$ cat src/rtl/downcount_pkg.sv
// Shared types and helpers for the loadable down-counting timer.
package downcount_pkg;

  // Controller states: waiting, counting, terminal count reached (one-shot).
  typedef enum logic [1:0] {
    S_IDLE = 2'd0,
    S_RUN  = 2'd1,
    S_DONE = 2'd2
  } dc_state_t;

  // Counter width for a modulus of n; a modulus of 1 still needs one bit.
  function automatic int dc_width(input int n);
    return (n > 1) ? $clog2(n) : 1;
  endfunction

endpackage

$ cat src/rtl/downcount_timer_if.sv
// Control/status bundle of the down-counting timer.
interface downcount_timer_if #(
  parameter int W = 4
) ();
  logic         i_load;
  logic [W-1:0] i_load_val;
  logic         i_start;
  logic         i_enable;
  logic         i_abort;
  logic         i_auto_reload;
  logic [W-1:0] o_val;
  logic         o_last;
  logic         o_done;
  logic         o_busy;

  // Controller side drives commands and observes the timer.
  modport master (
    output i_load, i_load_val, i_start, i_enable, i_abort, i_auto_reload,
    input  o_val, o_last, o_done, o_busy
  );

  // Timer side.
  modport slave (
    input  i_load, i_load_val, i_start, i_enable, i_abort, i_auto_reload,
    output o_val, o_last, o_done, o_busy
  );
endinterface

$ cat src/rtl/downcount_timer.sv
// Loadable modulo-N down-counter with terminal-count pulse, one-shot or
// auto-reload operation. Priority each cycle: abort > load > start > enable.
module downcount_timer
  import downcount_pkg::*;
#(
  parameter  int N = 16,
  localparam int W = dc_width(N)
) (
  input  logic         clk,
  input  logic         areset_n,
  downcount_timer_if.slave bus
);

  localparam logic [W-1:0] MAX_VAL = W'(N - 1);
  localparam logic [W-1:0] ZERO    = W'(0);

  dc_state_t    state;
  dc_state_t    state_nxt;
  logic [W-1:0] count;
  logic [W-1:0] count_nxt;
  logic [W-1:0] reload;
  logic [W-1:0] reload_nxt;
  logic         done;
  logic         done_nxt;
  logic [W-1:0] load_sat;
  logic [W-1:0] load_eff;

  // Clamp a requested reload value into the 0..N-1 range.
  function automatic logic [W-1:0] sat(input logic [W-1:0] v);
    logic [W-1:0] r;
    if (v > MAX_VAL) begin
      r = MAX_VAL;
    end else begin
      r = v;
    end
    return r;
  endfunction

  // State, count, reload register and done pulse; reset discards all progress.
  always_ff @(posedge clk or negedge areset_n) begin
    if (!areset_n) begin
      state  <= S_IDLE;
      count  <= MAX_VAL;
      reload <= MAX_VAL;
      done   <= 1'b0;
    end else begin
      state  <= state_nxt;
      count  <= count_nxt;
      reload <= reload_nxt;
      done   <= done_nxt;
    end
  end

  // Next-state logic; a same-cycle load is seen by abort, start and wrap.
  always_comb begin
    load_sat   = sat(bus.i_load_val);
    load_eff   = bus.i_load ? load_sat : reload;
    state_nxt  = state;
    count_nxt  = count;
    reload_nxt = bus.i_load ? load_sat : reload;
    done_nxt   = 1'b0;
    if (bus.i_abort) begin
      state_nxt = S_IDLE;
      count_nxt = load_eff;
    end else begin
      case (state)
        S_IDLE, S_DONE: begin
          if (bus.i_start) begin
            state_nxt = S_RUN;
            count_nxt = load_eff;
          end else if (bus.i_load) begin
            count_nxt = load_sat;
          end else begin
            count_nxt = count;
          end
        end
        S_RUN: begin
          if (!bus.i_enable) begin
            count_nxt = count;
          end else if (count != ZERO) begin
            count_nxt = count - W'(1);
          end else begin
            // Terminal count: pulse done, then wrap or stop at zero.
            done_nxt = 1'b1;
            if (bus.i_auto_reload) begin
              count_nxt = load_eff;
            end else begin
              state_nxt = S_DONE;
              count_nxt = ZERO;
            end
          end
        end
        default: begin
          state_nxt = S_IDLE;
          count_nxt = reload;
        end
      endcase
    end
  end

  // Output decode; o_last follows the count combinationally.
  always_comb begin
    bus.o_val  = count;
    bus.o_done = done;
    bus.o_busy = (state == S_RUN);
    bus.o_last = (count == ZERO);
  end

endmodule
$ cat src/flat_wrapper.sv
// flat-port wrapper written by rule: the top's interface ports become plain ports
module downcount_timer_flat import downcount_pkg::*;
#(
  parameter  int N = 16,
  localparam int W = dc_width(N)
)
  (clk, areset_n, bus_i_load, bus_i_load_val, bus_i_start, bus_i_enable, bus_i_abort, bus_i_auto_reload, bus_o_val, bus_o_last, bus_o_done, bus_o_busy);
  downcount_timer_if bus_i ();
  input  logic clk;
  input  logic areset_n;
  input wire logic [$bits(bus_i.i_load)-1:0] bus_i_load;
  input wire logic [$bits(bus_i.i_load_val)-1:0] bus_i_load_val;
  input wire logic [$bits(bus_i.i_start)-1:0] bus_i_start;
  input wire logic [$bits(bus_i.i_enable)-1:0] bus_i_enable;
  input wire logic [$bits(bus_i.i_abort)-1:0] bus_i_abort;
  input wire logic [$bits(bus_i.i_auto_reload)-1:0] bus_i_auto_reload;
  output wire logic [$bits(bus_i.o_val)-1:0] bus_o_val;
  output wire logic [$bits(bus_i.o_last)-1:0] bus_o_last;
  output wire logic [$bits(bus_i.o_done)-1:0] bus_o_done;
  output wire logic [$bits(bus_i.o_busy)-1:0] bus_o_busy;
  assign bus_i.i_load = bus_i_load;
  assign bus_i.i_load_val = bus_i_load_val;
  assign bus_i.i_start = bus_i_start;
  assign bus_i.i_enable = bus_i_enable;
  assign bus_i.i_abort = bus_i_abort;
  assign bus_i.i_auto_reload = bus_i_auto_reload;
  assign bus_o_val = bus_i.o_val;
  assign bus_o_last = bus_i.o_last;
  assign bus_o_done = bus_i.o_done;
  assign bus_o_busy = bus_i.o_busy;
  downcount_timer #(.N(N)) u_core (.clk(clk), .areset_n(areset_n), .bus(bus_i));
endmodule
$ cat config.mk
export PLATFORM = sky130hd
export DESIGN_NAME = downcount_timer_flat
export DESIGN_NICKNAME = d
export VERILOG_FILES = /design/src/rtl/downcount_pkg.sv /design/src/rtl/downcount_timer_if.sv /design/src/rtl/downcount_timer.sv /design/src/flat_wrapper.sv
export SDC_FILE = /design/constraint.sdc
export NUM_CORES = 1
export LEC_CHECK = 0
export BUFFER_PORTS_ARGS = -buffer_cell sky130_fd_sc_hd__buf_2
export CORE_UTILIZATION = 51
export DETAILED_ROUTE_END_ITERATION = 8
export GPL_ROUTABILITY_DRIVEN = 0
export PLACE_DENSITY = 0.86
export SLEW_MARGIN = 15
export SYNTH_ARGS = -nofsm -noshare
export SYNTH_HDL_FRONTEND = slang
export SYNTH_SLANG_ARGS = --single-unit
$ cat constraint.sdc
create_clock -name clk -period 4.08 [get_ports clk]
set_input_delay 0.816 -clock clk [delete_from_list [all_inputs] [get_ports clk]]
set_output_delay 0.816 -clock clk [all_outputs]
set_load 0.005 [all_outputs]
# == After elaboration in Yosys (flattened, before gate mapping) ==
# Index checks and enable logic that the tools add are counted.
# totals
reg_bits,11
in_bits,11
# classes
muxes,19
n_eq_ne,7
n_reduce_logical,6
n_addsub,1
magnitude_cmp,1
# ops
cell,count
2-to-1 mux 4 bit,8
!= test 3 bit (second input constant),4
2-to-1 mux 2 bit,5
case mux 4 bit (2 select lines),1
> comparator 4 bit (second input constant),1
zero test 4 bit,1
2-to-1 mux 1 bit,4
!= test 4 bit (second input constant),1
case mux 2 bit (2 select lines),1
AND reduction 4 bit,1
nonzero test 4 bit,1
subtractor 4 x 1 -> 4 bit (second input constant),1
== test 2 x 1 -> 1 bit (second input constant),1
== test 2 bit (second input constant),1
zero test 2 bit,1
AND reduction 2 bit,1
OR reduction 2 bit,1

# == Depth between registers and ports, before layout ==
# Gate-level depths: netlist of run 1.
# logic_depth
depth_word,8
ltp_mapped,6
mapped_depth_nobuf,6

# == Worst setup path before layout of run 1 ==
# OpenSTA, ideal clock, no wires.
# synth_path
path_kind,reg-to-output
from,reg u_core.count[0] (netlist: u_core.bus.o_val[0])
to,out bus_o_last
path_stages_with_launch,4
arrival_time_ns,0.967
path_slack_ns,2.297
cell_sequence,dfstp_2 -> inv_1 -> ha_1 -> nor3b_4
# synth_via
elab_chain_cells,1
# synth_rtl
element,line,rtl
"start, declared",downcount_timer.sv:19,logic [W-1:0] count;
"start signal, assigned",downcount_timer.sv:48,count <= count_nxt;
zero test 4 bit,downcount_timer.sv:106,bus.o_last = (count == ZERO);
"end, declared",flat_wrapper.sv:18,output wire logic [$bits(bus_i.o_last)-1:0] bus_o_last;
# Every way passes these cells.

# == Worst setup path in the final report of run 1 ==
# Same ends and word-level chain as after synthesis.

==> reports/metrics.cfg, run 1 <==
[status]
status = completed

[yosys]
ys_top_cells_by_count = inv_1 (11), dfstp_2 (8), or3_1 (6)
ys_warn_count = 0
yosysSeqAreaShare_pct = 35.8
synth-seq-cells = 11
synthTopCellsByArea = dfstp_2 (26%), dfrtp_1 (9.4%), inv_1 (5.2%)
avgSynthCellArea_um2 = 9.82
ys_types = 35
ys.flop_type = dfstp_2
synth_nets = 94
synth_edf_count = 0
synth_cells = 81
syn_area_um2 = 796
yosys.area.top_type = dfstp_2
synth_top_area_share_pct = 26.4
async_flop_share_pct = 100
yosysMostFrequentCell = inv_1

[worst_setup_path]
worstPathRequired_ps = 3260
crit_chain = inv_1 -> ha_1 -> nor3b_4 -> buf_2
cp_max_fo = 7
r2r_cells = 6
cp-end-kind = output port
critPathKind = flip-flop to output port
crit_arrival_ps = 1470
critPathMaxStageDelay_ps = 390
crit_slowest_cell = dfstp_2
start_kind = flip-flop

[sta]
period_needed_ps = 2280
rsz0062_at_grt = no
period_share_pct = 55.9
worst_hold_slack_ps = 400
finalMaxSlewViolations = 0
setup_slack_ps = 1800
relSlewSlack_pct = 69.3
fin_worst_skew_ps = 5.90
fin_setup_tns_ps = 0
fmax_mhz = 438
worstMarginPinSlew_ps = 460
hold_viol = 0
setup_viol = 0

[cts]
cts_max_path_buffers = 2
ctsHoldBuffers = 0
clk_root_buffer_cell = clkbuf_4
clkLatencyLatePin_ps = 270
cts_setup_buffers = 0
cts_buffers = 3
h-tree-depth = 1
clock-sinks = 11
cts_tree = yes
cts.repair.resized = 0
clk_pin_slew_worst_paths_ps = 70

[flow_run]
drv_cap = 0

[power]
power_density_mw_per_mm2 = 333
worst_ir_drop_vdd_mv = 0.202
p_leak_nw = 0.434

[floorplan]
die-area_mm2 = 0.00172
io_pins = 18
die_y_um = 41.5
die_w_um = 41.5
core_mm2 = 0.00138
start_util_pct = 57.6
rows = 13

[grt]
grt_pass1_vias = 705
grt_max_degree = 13
grt_usage_pct = 23.5
antenna_found_initial = 0
grt_overflow = 0
grt_pass1_wl_mm = 3.11

[cells_and_area]
final_nets = 113
n_fill_cell = 107
syn_to_final_growth_pct = 13.4
drive_gt1_share_pct = 36.4
multiInputGateArea_um2 = 445
diodes = 0
fin_util_pct = 65.2
seqCellArea_um2 = 285

[routing]
antenna_left = 0
first_pass_iters = 4
drtIter0Drc = 26
routedWlPerCell_um = 16.4
drc = 0
num_vias = 728
wl_mm = 1.87
vias_per_cell = 6.39

[min_path]
min_path_type = input pin to async pin

[placement]
place_ws_ps = 2080
hpwl_mm = 1.41
io_buffers = 17

[layout make-up]
| class | instances | share of cell area [%] |
|---|---|---|
| well taps | 15 | 2.08 |
| repair buffers | 17 | 9.43 |
| multi-input cells | 56 | 49.4 |
| clock buffers | 4 | 2.91 |
| flip-flops and latches | 11 | 31.6 |
| inverters | 11 | 4.58 |
[power by group]
group	internal (mW)	switching (mW)
registers	0.128	0.0162
clock network	0.0379	0.0374
logic	0.0371	0.0434
total	0.203	0.0970
[metal layers]
layer	track usage [%]	vias to the layer above	routed length [um]
met2	38.4	39	906
met5	0	-	0
met1	30.3	343	807
met3	3.91	5	119
met4	10.3	0	36
li1	-	341	-
[through the flow]
step	area (um2)	power (mW)	instances
3_5_place_dp	876	0.225	110
6_report	902	0.300	114
5_1_grt	902	0.318	114
3_3_place_gp	876	0.221	110
4_1_cts	902	0.303	114
2_1_floorplan	796	0.197	81
[path summary, 6_finish.rpt]
| path | slack, ps | end | startpoint |
|---|---|---|---|
| max | 1800 | bus_o_last | u_core.bus.o_val[0] |
| min | 400 | u_core.bus.o_done | areset_n |
| max reg2reg | 2260 | u_core.bus.o_val[1] | u_core.bus.o_val[0] |
| min reg2reg | 670 | u_core.reload[2] | u_core.reload[2] |
| max in group asynchronous | 3410 | u_core.reload[0] | areset_n |
| min in group clk | 670 | u_core.reload[2] | u_core.reload[2] |
[sequential cells by signal, summed over array words and instances, names as in the netlist]
signal             flops
u_core.bus.o_done      1
u_core.bus.o_val       4
u_core.reload          4
u_core.state           2
[cell usage in the layout, fill, tap and decap left out, types with 2 or more instances in the layout]
cell and n:
dfrtp_1 3, o221ai_1 2, a311oi_1 2, nor2_1 3, clkbuf_4 3, nor4bb_1 2
a21oi_1 5, nand2b_4 2, and3_1 3, buf_2 17, dfstp_2 8, nand2_1 4
nand3_1 3, ha_1 2, o211ai_1 2, or3_1 6, inv_1 11, mux2i_1 4
[critical path, delay by kind of cell, from the launching register on]
| family | cells | cell delay (ps) |
|---|---|---|
| adder cells (fa/ha/maj) | 1 | 200 |
| buffers and inverters | 2 | 260 |
| flip-flops | 1 | 390 |
| AND/OR/NAND/NOR | 1 | 340 |
[cell families after synthesis]
| group | synth area share, % |
|---|---|
| AO/OA/AOI/OAI | 19.8 |
| XOR/XNOR | 1.10 |
| adder cells (fa/ha/maj) | 3.14 |
| buffers and inverters | 8.18 |
| flip-flops | 35.8 |
| multiplexers | 6.92 |
| AND/OR/NAND/NOR | 25.0 |
Note: power is estimated with default switching activity, not from simulation.
==> run 2, diff against run 1 <==
==> constraint.sdc (replaced) <==
create_clock -name clk -period 2.28 [get_ports clk]
set_input_delay 0.456 -clock clk [delete_from_list [all_inputs] [get_ports clk]]
set_output_delay 0.456 -clock clk [all_outputs]
set_load 0.005 [all_outputs]
==> run 2 against run 1 <==
Cell count did not move. Non-clock buffer count did not move. Clock-buffer cell count did not move. Clock skew fell by 0.92 ps. Critical path depth did not move. Utilization did not move. Clock power rose by 78%. Wire length fell by 13%. Die area did not move. Sequential cell count did not move.
==> reports/metrics.cfg, run 2 (synthesis results as in run 1) <==
[routing]
wl_mm = 1.64
first_pass_iters = 4
drc = 0
routedWlPerCell_um = 14.3
antenna_left = 0
drtIter0Drc = 12
num_vias = 692
vias_per_cell = 6.07

[grt]
antenna_found_initial = 0
grt_usage_pct = 21.1
grt_pass1_vias = 627
grt_max_degree = 13
grt_overflow = 0
grt_pass1_wl_mm = 2.84

[cells_and_area]
diodes = 0
drive_gt1_share_pct = 36.4
final_nets = 113
syn_to_final_growth_pct = 13.4
design_area_um2 = 902
fin_util_pct = 65.2
seqCellArea_um2 = 285
n_fill_cell = 116
final_cell_mix = buf_2 (17), inv_1 (11), dfstp_2 (8)
layout_commonest_cell = buf_2
multiInputGateArea_um2 = 445

[worst_setup_path]
crit_chain = inv_1 -> ha_1 -> nor3b_4 -> buf_2
start_kind = flip-flop
cp-end-kind = output port
crit_arrival_ps = 1420
cp_max_fo = 7
crit_slowest_cell = dfstp_2
critPathKind = flip-flop to output port
worstPathRequired_ps = 1820
critPathMaxStageDelay_ps = 560

[floorplan]
io_pins = 18
die-area_mm2 = 0.00172
core_mm2 = 0.00138
die_y_um = 41.5
start_util_pct = 57.6
die_w_um = 41.5
rows = 13

[cts]
clk_pin_slew_worst_paths_ps = 70
clkLatencyLatePin_ps = 270
cts_tree = yes
cts_buffers = 3
clock-sinks = 11
clk_root_buffer_cell = clkbuf_4
ctsHoldBuffers = 0
cts_setup_buffers = 0
cts_max_path_buffers = 2
h-tree-depth = 1
cts.repair.resized = 0

[power]
switchingPower_mw = 0.166
worst_ir_drop_vdd_mv = 0.358
internal-power_mw = 0.363
power_density_mw_per_mm2 = 587
power.share.clock_pct = 25.3
total_power_mw = 0.529
switching_share_pct = 31.4
p_leak_nw = 0.434
pwr-share-seq_pct = 48.6
p_comb_share_pct = 26.2

[sta]
hold_viol = 0
fmax_mhz = 533
period_needed_ps = 1870
relSlewSlack_pct = 69.4
finalMaxSlewViolations = 0
fin_setup_tns_ps = 0
setup_viol = 0
rsz0062_at_grt = no
worstMarginPinSlew_ps = 458
setup_slack_ps = 406
fin_worst_skew_ps = 4.97
period_share_pct = 82.2

[placement]
dpl_cell_area_um2 = 876
hpwl_mm = 1.23
io_buffers = 17
place_ws_ps = 569

[status]
status = completed

[flow_run]
drv_cap = 0

[min_path]
min_path_type = input pin to async pin

==> run 2: critical path, delay by kind of cell, from the launching register on <==
kind | cells | cell delay [ps]
buf+inv | 2 | 190
simple gates | 1 | 180
flops | 1 | 560
fa+ha+maj | 1 | 220
==> run 2: per-stage QoR <==
step                      hold slack, ps  cells
after detailed placement             338    110
after CTS                           46.3    114
after global routing                56.5    114
final                               45.2    114
after global placement               334    110
after floorplan                      160     81
==> run 2: path summary, 6_finish.rpt <==
check | to | cells past startpoint | start | slack, ps
min | u_core.bus.o_done | 1 | areset_n | 50
min reg2reg | u_core.bus.o_val[3] | 2 | u_core.bus.o_val[3] | 670
max reg2reg | u_core.bus.o_val[1] | 6 | u_core.bus.o_val[0] | 550
max | bus_o_last | 4 | u_core.bus.o_val[0] | 410
min in group clk | u_core.bus.o_done | 3 | bus_i_enable | 440
max in group asynchronous | u_core.reload[1] | 1 | areset_n | 1960
==> run 2: per-layer routing <==
metal  share of wire (%)  GRT usage (%)  routed length (um)
met1                  46           30.1                 757
met2                  48           32.8                 784
met3                 4.5           3.91                  74
met4                 1.1           5.81                  18
met5                   0              0                   0
==> run 2: final cells by class <==
class	instances	share of cell area, %
sequential	11	31.6
tap	15	2.08
multi-input combinational	56	49.4
timing repair buffer	17	9.43
clock buffer	4	2.91
inverter	11	4.58
==> run 2: power by group through the flow <==
stage | registers (mW) | clock network, mW | logic (mW)
6_report | 0.257 | 0.134 | 0.138
5_1_grt | 0.260 | 0.149 | 0.156
4_1_cts | 0.257 | 0.140 | 0.139
3_5_place_dp | 0.260 | 0 | 0.137
3_3_place_gp | 0.258 | 0 | 0.137
2_1_floorplan | 0.253 | 0 | 0.0993
==> run 3, diff against run 2 <==
==> constraint.sdc (replaced) <==
create_clock -name clk -period 1.85 [get_ports clk]
set_input_delay 0.37 -clock clk [delete_from_list [all_inputs] [get_ports clk]]
set_output_delay 0.37 -clock clk [all_outputs]
set_load 0.005 [all_outputs]
==> run 3 against run 2 <==
Sequential cell count unchanged. Non-clock buffer count up 4. Cell count up 3.5%. Clock skew up 1.2 ps. Global-route usage unchanged. Largest power group unchanged.
==> reports/metrics.cfg, run 3 (synthesis results as in run 1) <==
[sta]
fin_worst_skew_ps = 6.13
hold_viol = 0
rsz0062_at_grt = no
worstMarginPinSlew_ps = 464
fin_setup_tns_ps = 0
relSlewSlack_pct = 69.1
period_share_pct = 94.3
fmax_mhz = 573
setup_viol = 0
period_needed_ps = 1750
finalMaxSlewViolations = 0

[cells_and_area]
syn_to_final_growth_pct = 17.8
multiInputGateArea_um2 = 448
n_fill_cell = 111
final_cell_mix = buf_2 (17), inv_1 (11), dfstp_2 (8)
layout_commonest_cell = buf_2
seqCellArea_um2 = 285
final_nets = 117
drive_gt1_share_pct = 38.8
fin_cells = 118
diodes = 0
design_area_um2 = 937

[placement]
hpwl_mm = 1.23
dpl_cell_area_um2 = 876
dp_cells = 110
io_buffers = 17

[worst_setup_path]
crit_path_start = u_core.bus.o_val[0]
r2r_cells = 7
start_kind = flip-flop
reg2reg_from = u_core.bus.o_val[0]
cp_max_fo = 5
worstPathRequired_ps = 2070
cp-end-kind = flip-flop
cp-endpoint = u_core.bus.o_val[0]
crit_arrival_ps = 1960
critPathKind = flip-flop to flip-flop
reg2reg_slack_ps = 100
rr_endpoint = u_core.bus.o_val[0]

[grt]
antenna_found_initial = 0
grt_max_degree = 13
grt_usage_pct = 21.1
met1_usage_pct = 30.1
grt_pass1_wl_mm = 2.84
grt_overflow = 0
grt_util_met2_pct = 32.8
grt-busiest-layer = met2
grt_pass1_vias = 627
grt_util_met3_pct = 3.91

[cts]
cts_tree = yes
clk_root_buffer_cell = clkbuf_4
clock-sinks = 11
cts_max_path_buffers = 2
clkLatencyLatePin_ps = 270
h-tree-depth = 1
cts_buffers = 3
clk_pin_slew_worst_paths_ps = 70

[flow_run]
drv_cap = 0

[routing]
routedWlPerCell_um = 14.4
vias_per_cell = 5.92
drtIter0Drc = 23
drc = 0
num_vias = 699
antenna_left = 0
wl_mm = 1.70
first_pass_iters = 4

[floorplan]
rows = 13
die_y_um = 41.5
core_mm2 = 0.00138
die_w_um = 41.5
start_util_pct = 57.6
io_pins = 18
die-area_mm2 = 0.00172

[power]
p_leak_nw = 0.452
total_power_mw = 0.665
power_density_mw_per_mm2 = 710
worst_ir_drop_vdd_mv = 0.446

[status]
status = completed

[min_path]
min_path_type = input pin to flip-flop

-- run 3: changes by cell type in the layout (fill, tap and decap cells not counted), sizes merged --
cell	before	now
buf	17	20
dlygate4sd3	0	1
-- run 3: per-stage QoR --
stage	hold WS, ps	setup slack, ps	util, %
final	347	105	67.8
after global routing	359	18.8	67.8
after CTS	344	49.3	66.0
after detailed placement	252	139	63.3
after global placement	248	171	63.3
after floorplan	74.4	189	-
-- run 3: power breakdown --
part	total, mW	internal, mW	switching [mW]
Clock	0.166	0.0834	0.0828
Combinational	0.183	0.0900	0.0928
Sequential	0.316	0.283	0.0331
Total	0.665	0.456	0.209
-- run 3: how the worst min path moves through the flow --
stage,from,to,slack [ps],depth (start not counted)
final,bus_i_enable,u_core.bus.o_done,350,3
after global routing,bus_i_enable,u_core.bus.o_done,360,3
after CTS,bus_i_enable,u_core.bus.o_done,340,3
after detailed placement,areset_n,u_core.state[0],250,1
after global placement,areset_n,u_core.state[0],250,1
after floorplan,areset_n,u_core.bus.o_done,70,0
-- run 3: cell type report --
class                      count  share of cell area, %
inverter                      11                   4.41
timing repair buffer          21                   12.6
sequential                    11                   30.4
multi-input combinational     56                   47.8
clock buffer                   4                   2.80
tap                           15                   2.00
-- run 3: routing by layer --
metal	routed length, um	vias up
met5	0	-
met4	17	0
met3	79	4
met2	793	23
met1	806	325
li1	-	347
-- run 3: what timing repair did --
item / CTS / global route
hold endpoints to repair: 3 / 0
setup endpoints to repair: 0 / 1
setup buffers: 0 / 3
hold buffers: 1 / 0
gates resized for setup: 0 / 1
-- run 3: critical path, stage by stage (launching register included) --
cell,delay [ps]
dfstp_2,560
inv_1,60
ha_2,190
nor3b_4,160
buf_4,140
or3_1,310
o2111ai_1,90
and3_1,180
